<file path="config.mk">
export PLATFORM = sky130hd
export DESIGN_NAME = imem_fetch_ctrl
export DESIGN_NICKNAME = d
export VERILOG_FILES = /design/src/rtl/imem_fetch_ctrl.sv
export SDC_FILE = /design/constraint.sdc
export NUM_CORES = 1
export LEC_CHECK = 0
export CELL_PAD_IN_SITES_DETAIL_PLACEMENT = 1
export CELL_PAD_IN_SITES_GLOBAL_PLACEMENT = 2
export CORE_UTILIZATION = 26
export CTS_CLUSTER_DIAMETER = 120
export DETAILED_ROUTE_END_ITERATION = 8
export PLACE_DENSITY_LB_ADDON = 0.25
export SLEW_MARGIN = 40
export SYNTH_ARGS = -nofsm -noshare
export SYNTH_HDL_FRONTEND = slang
export SYNTH_SLANG_ARGS = --single-unit
</file>
<file path="constraint.sdc">
create_clock -name clk -period 4 [get_ports clk]
set_input_delay 0.4 -clock clk [delete_from_list [all_inputs] [get_ports clk]]
set_output_delay 0.4 -clock clk [all_outputs]
set_load 0.05 [all_outputs]
</file>
<file path="src/rtl/imem_fetch_ctrl.sv">
// Instruction-memory port owner: the loader writes the image, then the controller
// streams sequential fetches with a one-entry skid buffer and redirect squash.
module imem_fetch_ctrl #(
    parameter int ADDR_W   = 5,
    parameter int DATA_W   = 32,
    parameter int RESET_PC = 0
) (
    input  logic              clk,
    input  logic              rst,
    input  logic              ld_valid,
    input  logic [ADDR_W-1:0] ld_addr,
    input  logic [DATA_W-1:0] ld_data,
    output logic              ld_ready,
    input  logic              ld_done,
    output logic              mem_en,
    output logic              mem_we,
    output logic [ADDR_W-1:0] mem_addr,
    output logic [DATA_W-1:0] mem_wdata,
    input  logic [DATA_W-1:0] mem_rdata,
    input  logic              fetch_stall,
    input  logic              redirect_valid,
    input  logic [ADDR_W-1:0] redirect_pc,
    output logic              inst_valid,
    output logic [DATA_W-1:0] inst,
    output logic [ADDR_W-1:0] inst_pc
);

    localparam logic [ADDR_W-1:0] START_PC = ADDR_W'(RESET_PC);

    typedef enum logic {
        LOAD,
        FETCH
    } state_t;

    state_t            state;
    state_t            state_nxt;
    logic [ADDR_W-1:0] pc;
    logic              inflight;
    logic [ADDR_W-1:0] inflight_pc;
    logic              skid_valid;
    logic [DATA_W-1:0] skid_data;
    logic [ADDR_W-1:0] skid_pc;
    logic              issue;
    logic              consume;
    logic              fetch_live;
    logic              ret_to_out;
    logic              ret_to_skid;

    // The returning word bypasses the skid whenever the output slot is free or draining.
    assign fetch_live  = (state == FETCH) && !redirect_valid;
    assign consume     = inst_valid && !fetch_stall;
    assign ret_to_out  = fetch_live && inflight && (!inst_valid || !fetch_stall);
    assign ret_to_skid = fetch_live && inflight && inst_valid && fetch_stall;

    always_comb begin
        state_nxt = state;
        ld_ready  = 1'b0;
        mem_en    = 1'b0;
        mem_we    = 1'b0;
        mem_addr  = pc;
        mem_wdata = '0;
        issue     = 1'b0;
        case (state)
            LOAD: begin
                ld_ready  = 1'b1;
                mem_en    = ld_valid;
                mem_we    = ld_valid;
                mem_addr  = ld_addr;
                mem_wdata = ld_data;
                if (ld_done) begin
                    state_nxt = FETCH;
                end
            end
            FETCH: begin
                issue    = !fetch_stall && !skid_valid && !redirect_valid;
                mem_en   = issue;
                mem_addr = pc;
            end
        endcase
    end

    // Control and output registers: reset clears everything, including a pending read.
    always_ff @(posedge clk) begin
        if (rst) begin
            state      <= LOAD;
            pc         <= START_PC;
            inflight   <= 1'b0;
            skid_valid <= 1'b0;
            inst_valid <= 1'b0;
            inst       <= '0;
            inst_pc    <= '0;
        end else begin
            state <= state_nxt;
            if (state == LOAD) begin
                if (ld_done) begin
                    pc <= START_PC;
                end
                inflight   <= 1'b0;
                skid_valid <= 1'b0;
                inst_valid <= 1'b0;
            end else if (redirect_valid) begin
                pc         <= redirect_pc;
                inflight   <= 1'b0;
                skid_valid <= 1'b0;
                inst_valid <= 1'b0;
            end else begin
                if (issue) begin
                    pc <= pc + ADDR_W'(1);
                end
                inflight <= issue;
                if (ret_to_out) begin
                    inst_valid <= 1'b1;
                    inst       <= mem_rdata;
                    inst_pc    <= inflight_pc;
                end else if (ret_to_skid) begin
                    skid_valid <= 1'b1;
                end else if (consume) begin
                    if (skid_valid) begin
                        inst       <= skid_data;
                        inst_pc    <= skid_pc;
                        skid_valid <= 1'b0;
                    end else begin
                        inst_valid <= 1'b0;
                    end
                end
            end
        end
    end

    // Data-only registers; their contents are qualified by inflight / skid_valid.
    always_ff @(posedge clk) begin
        if (issue) begin
            inflight_pc <= pc;
        end
        if (ret_to_skid) begin
            skid_data <= mem_rdata;
            skid_pc   <= inflight_pc;
        end
    end

endmodule

</file>
==> summary.md, run 1 <==
| Metric | Value |
|---|---|
| Clk pin slew, worst setup/hold paths | 0.06 ns |
| Placed Instances | 637 |
| Via-to-Cell Ratio | 4.59 |
| Vias in the first global route | 3158 |
| Routed WL | 10400 um |
| Worst skew pair latency | 0.33 ns |
| Max Root-Sink Buffers | 2 |
| Pwr dens | 371 nW/um^2 |
| Status | finished, final reports clean |
| Fmax | 317 MHz |
| Drt first-iter violations | 122 |
| FP Rows | 44 |
| Most used DFF post-synth | dfxtp_1 |
| Via count | 2997 |
| Crit Reg-Reg Startpoint | inst_valid |
| Post-route DRC violation count | 0 |
| Distinct cell type count after synthesis | 29 |
| Worst-margin pin slew | between 0.6 and 0.7 ns |
| R2R Path End | inst[23] |
| Cell family with most CP delay | buffers and inverters |
| H-Tree Depth | 3 |
| CTS tree | yes |
| Max incr delay on CP | about 0.79 ns |
| Max transition margin | 53.9% |
| Top post-synthesis cells by count | dfxtp_1, nor2_1, edfxtp_1 |
| Final slew viol count | 0 |
| Cell with the most instances after synthesis | dfxtp_1 |
| Wire per inst | around 16 um |
| DP Worst Slack | between 0.8 and 0.9 ns |
| Pin count of the biggest net entering global routing | 75 |
| Share of cells above drive strength 1 | 13.0% |
| RSZ-0062 raised after global routing | no |
| R2R Setup Slk | 2.29 ns |
| Max-cap violations | 0 |
| Final Hold Viols | 0 |
| DR pass1 iterations | 4 |
| # hold bufs at CTS | 0 |
| Worst Path Arrival | roughly 2.8 ns |
| Mean Syn Cell Area | between 10 and 15 sq um |
| GPL Wtd Cong | 0.723 |
| Reg2reg path depth | 5 |
| Top cell type's share of synthesized area | 32.9% |
| Crit path cell chain | clkdlybuf4s50_1, or2_2, nor2_1, or2_2, clkdlybuf4s50_1 |
| Clock skew | 0.00688 ns |
| #FFs+latches synth | 88 |
| Worst Setup Start Kind | input pin |
| Initial Utilization | about a quarter |
| Post-Route Utilization | 40.6% |
| Clk sinks | 88 |
| Clock Tree Root | clkbuf_16 |
| Layout Cells excl Fill | 653 |
| # diodes | 0 |
| Post-cts sizing count | 0 |
| Hold Crit Class | reg2reg |
| CTS buffer count | 9 |
| Overall routing resource usage | between 10% and 20% |
| Area Growth Syn to Fin | 53.3% |
| Crit Path Max Fanout | 7 |
| Synth Cell Area | 3830 sq um |
| Die Y | 123 um |
| Fin nets | between 500 and 600 |
| Data required, critical path | 3.60 ns |
| Sequential area share after synthesis | 56.9% |
| Core area | 14500 sq um |
| PortBufs | 157 |
| Lkg Pwr | 1.87 nW |
| Count of final setup violators | 0 |
| Power, Total | 2.18 mW |
| Syn. warnings | 0 |
| Setup TNS | 0 ns |
| Worst Setup SP | fetch_stall |
| Crit path max-delay cell type | clkdlybuf4s50_1 |
| Synthesized instance count | 315 |
| Max rail drop VDD | ~180 uV |
| Final ANT Viol Nets | 0 |
| Post-Syn Nets | 396 |
| Die area | 15200 sq um |
| Async SR Flop Fraction | 0% |
| Post-CTS Setup Inserts | 0 |
| Hold Path Cell Cnt | 0 |
| PnR worst setup slack | 0.848 ns |
| Initial antenna violation count | 0 |
| Fin crit period | 3.15 ns |
| Critical Path End Type | output port |
| Gr ovfl total | 0 |
| Buf/Inv on CP | 2 |
| Die span in x | 123 um |
| Cell taking the most area after synthesis | edfxtp_1 |
| Hpwl dp | 7160 um |
| Critical path depth | 5 |
| First-pass GRT wire length | 16000 um |
| I/O pins | 158 |
| Tcrit/Tclk final | 78.8% |
| Number of synthesized flops with an enable pin | 42 |
| Setup CP Type | in2out |
| Largest cells by area after synthesis | edfxtp_1, dfxtp_1, a211oi_2, mux2i_1, nor2b_1 |
| CP Capture Point | mem_en |
-- stage by stage --
| stage | instance area (sq um) | hold WS [ns] |
|---|---|---|
| CTS | 5880 | 0.467 |
| floorplan | 3830 | 0.426 |
| global placement | 5560 | 0.443 |
| global route | 5880 | 0.471 |
| detailed placement | 5560 | 0.455 |
| finish | 5880 | 0.461 |
-- worst min-delay path by stage --
stage              startpoint  slack [ns]    endpoint
2_1_floorplan  inflight_pc[0]        0.43  skid_pc[0]
3_3_place_gp   inflight_pc[1]        0.44  skid_pc[1]
6_report       inflight_pc[3]        0.46  skid_pc[3]
5_1_grt        inflight_pc[3]        0.47  skid_pc[3]
4_1_cts        inflight_pc[3]        0.47  skid_pc[3]
3_5_place_dp   inflight_pc[3]        0.45  skid_pc[3]
-- per-layer routing --
layer	GRT usage, %	part of all wire [%]	vias to the layer above
met5	0	0	-
met4	6.55	2.1	0
met3	4.89	9.5	13
met2	22.8	46	138
met1	16.5	43	1418
li1	-	-	1428
-- report_power, final --
part           total [mW]  internal, mW  switching (mW)
combinational       0.342         0.148           0.193
clock               0.885         0.561           0.324
sequential          0.955         0.948         0.00642
-- area by class of cell --
| type | count | area, sq um |
|---|---|---|
| clock buffer | 12 | 246 |
| inverter | 3 | 11.3 |
| timing repair buffer | 162 | 1620 |
| multi-input combinational | 200 | 1520 |
| clock inverter | 4 | 68.8 |
| tap | 184 | 230 |
| fill | 1552 | 8600 |
| sequential | 88 | 2180 |
-- state kept, by name, indices dropped and copies added (netlist names) --
register     count
inst_valid       1
skid_valid       1
inst            32
inst_pc          5
pc               5
skid_data       32
skid_pc          5
inflight         1
state            1
inflight_pc      5
-- cells in the final DEF, fill, tap and decap left out --
cell type / n
clkinv_2: 1
nand2b_4: 1
nand2_1: 3
a21oi_1: 6
a211oi_2: 30
a211oi_4: 1
o2bb2ai_1: 2
clkbuf_16: 9
o31ai_1: 1
clkdlybuf4s50_1: 156
mux2_2: 5
buf_12: 1
o21ai_0: 4
clkbuf_1: 2
nor2_4: 1
nand3_1: 5
dfxtp_1: 45
clkbuf_8: 1
a21o_1: 1
inv_1: 3
or2_2: 3
bufinv_16: 2
nor3_1: 6
clkinv_1: 1
mux2i_1: 37
buf_2: 1
edfxtp_1: 42
a22oi_1: 3
o22ai_1: 1
a211oi_1: 7
nor2b_1: 34
o22a_1: 1
nand2b_1: 3
nor2_1: 43
a2111oi_0: 1
ha_1: 1
dfxtp_2: 1
buf_4: 4
-- logic make-up (layout without fill, tap and decap cells) --
| family | Yosys count | after routing | share of synthesized area, % |
|---|---|---|---|
| adders and majority gates | 1 | 1 | 0.326 |
| buffers and inverters | 27 | 181 | 3.82 |
| AOI/OAI and AO/OA | 58 | 58 | 14.9 |
| and+or+nand+nor | 99 | 99 | 12.9 |
| DFF | 88 | 88 | 56.9 |
| muxes | 42 | 42 | 11.1 |
Power figures use the tool's default switching activity.
==> inputs of run 2 (changes only) <==
- CORE_UTILIZATION: 26 -> 24
- clock period: 4 -> 2.9 ns (I/O delays scaled with it)
==> summary.md, run 2 (same netlist as run 1, synthesis figures left out) <==
| Metric | Value |
|---|---|
| Overall routing resource usage | 13.0% (-1.0 points) |
| Worst skew pair latency | 0.34 ns (about the same) |
| Most frequent cells in the layout | clkdlybuf4s50_1, dfxtp_1, nor2_1 |
| Die span in x | 128 um (+4.0%) |
| R2R Path End | inst[31] |
| Min Hold Slack | 0.387 ns (-0.0744 ns) |
| Final slew viol count | 0 (unchanged) |
| Die area | 16500 sq um (+8.2%) |
| RSZ-0062 raised after global routing | no |
| Max Root-Sink Buffers | 2 (unchanged) |
| Clock skew | 0.0106 ns (+0.00367 ns) |
| Setup CP Type | reg2out |
| Worst Path Arrival | 1.98 ns (-0.77 ns) |
| Crit Path Max Fanout | 46 (+39) |
| First-pass GRT wire length | 16500 um (+3.1%) |
| Pwr dens | 500 nW/um^2 (+35%) |
| Commonest non-fill, non-tap cell in the layout | clkdlybuf4s50_1 |
| Vias in the first global route | 3175 (+0.54%) |
| I/O pins | 158 (unchanged) |
| Clk sinks | 88 (unchanged) |
| Hold Crit Class | in2reg |
| Data required, critical path | 2.61 ns (-0.99 ns) |
| Biggest regs | inst (32), skid_data (32) |
| Tcrit/Tclk final | 78.4% |
| Die Y | 128 um (+4.0%) |
| Post-route DRC violation count | 0 (unchanged) |
| Fin nets | 547 (+0.37%) |
| Post-CTS Setup Inserts | 0 (unchanged) |
| Max-cap violations | 0 (unchanged) |
| Wire per inst | 15.2 um (-4.4%) |
| Setup TNS | 0 ns (unchanged) |
| DR pass1 iterations | 4 (unchanged) |
| Hold Startpoint | rst |
| Max transition margin | 52.5% (-1.4 points) |
| Fillers | 1664 (+7.2%) |
| Lkg Pwr | 1.89 nW (+0.89%) |
| H-Tree Depth | 3 (unchanged) |
| Share of cells above drive strength 1 | 14.6% (+1.6 points) |
| Final Hold Viols | 0 (unchanged) |
| Fin crit period | 2.27 ns |
| Max rail drop VDD | 209 uV (+17%) |
| Layout Cells excl Fill | 682 (+4.4%) |
| Reg2reg path depth | 6 (+1) |
| Status | finished, final reports clean |
| # diodes | 0 (unchanged) |
| Power, Total | 2.96 mW (+36%) |
| Hpwl dp | 7130 um (-0.32%) |
| Via count | 2993 (-0.13%) |
| Gr ovfl total | 0 (unchanged) |
| Routed WL | 10400 um (-0.20%) |
| Post-cts sizing count | 0 (unchanged) |
| CTS buffer count | 9 (unchanged) |
| R2R Setup Slk | 0.93 ns (-1.36 ns) |
| Fmax | between 400 and 500 MHz |
| Area Growth Syn to Fin | 54.7% |
| Initial Utilization | 24.9% (-1.5 points) |
| FP Rows | 45 (+2.3%) |
| Placed Instances | 666 (+4.6%) |
| Worst-margin pin slew | 0.713 ns (+0.0214 ns) |
| Clock Tree Root | clkbuf_16 |
| Initial antenna violation count | 0 (unchanged) |
| End of the worst hold path | state |
| Count of final setup violators | 0 (unchanged) |
| Critical Path End Type | output port |
| # hold bufs at CTS | 0 (unchanged) |
| Drt first-iter violations | 130 (+6.6%) |
| Total area of sequential cells | 2180 sq um (unchanged) |
| GPL Wtd Cong | 0.760 (+5.1%) |
| Pin count of the biggest net entering global routing | 75 (unchanged) |
| Via-to-Cell Ratio | 4.39 (-4.4%) |
| Core area | 15400 sq um (+6.2%) |
| CTS tree | yes |
| PortBufs | 157 (unchanged) |
| Worst Setup Start Kind | flip-flop |
| Crit Reg-Reg Startpoint | state |
| Clk pin slew, worst setup/hold paths | 0.07 ns (about the same) |
| Final ANT Viol Nets | 0 (unchanged) |
| Multi-input logic area | 1520 sq um (unchanged) |
| Hold Path Cell Cnt | 2 (+2) |
==> run 2: worst max path at each step <==
stage                           start      endpoint  cells past startpoint
after floorplan            inst_valid  skid_data[0]                      2
after global routing            state        mem_we                      3
final                           state  mem_wdata[7]                      3
after CTS                       state  mem_wdata[7]                      3
after global placement    fetch_stall        mem_en                      6
after detailed placement  fetch_stall        mem_en                      6
==> run 2: power by group <==
part / internal (mW) / total, mW / leakage, nW / switching (mW)
Combinational: 0.207 / 0.475 / 0.991 / 0.268
Clock: 0.710 / 1.17 / 0.146 / 0.461
Sequential: 1.31 / 1.32 / 0.750 / 0.00779
Total: 2.22 / 2.96 / 1.89 / 0.737
==> run 2: final cells by class <==
type,count,share of cell area [%]
Clock inverter,1,0.127
Clock buffer,15,5.07
Sequential cell,88,36.8
Inverter,3,0.190
Timing Repair Buffer,164,27.7
Multi-Input combinational cell,200,25.6
Tap cell,211,4.45
==> run 2: per-stage QoR <==
stage / util [%] / setup slack (ns) / area (sq um)
global placement: 36.6 / 0.829 / 5620
detailed placement: 36.6 / 0.805 / 5620
CTS: 38.6 / 0.590 / 5930
floorplan: - / 0.0378 / 3830
finish: 38.6 / 0.625 / 5930
global route: 38.6 / 0.543 / 5930
==> run 2: worst max-delay path, stage by stage, from the launching register on <==
cell and delay [ns]:
dfxtp_1 0.30, buf_4 0.26, nor2b_1 0.22, clkdlybuf4s50_1 0.84
==> run 2: layer usage <==
layer	global-route usage (%)	vias to the layer above	wire length (um)	part of all wire, %
met4	5.81	0	195	1.9
li1	-	1436	-	-
met5	0	-	0	0
met2	20.3	134	4500	43
met1	16.3	1412	4740	46
met3	4.28	11	909	8.8
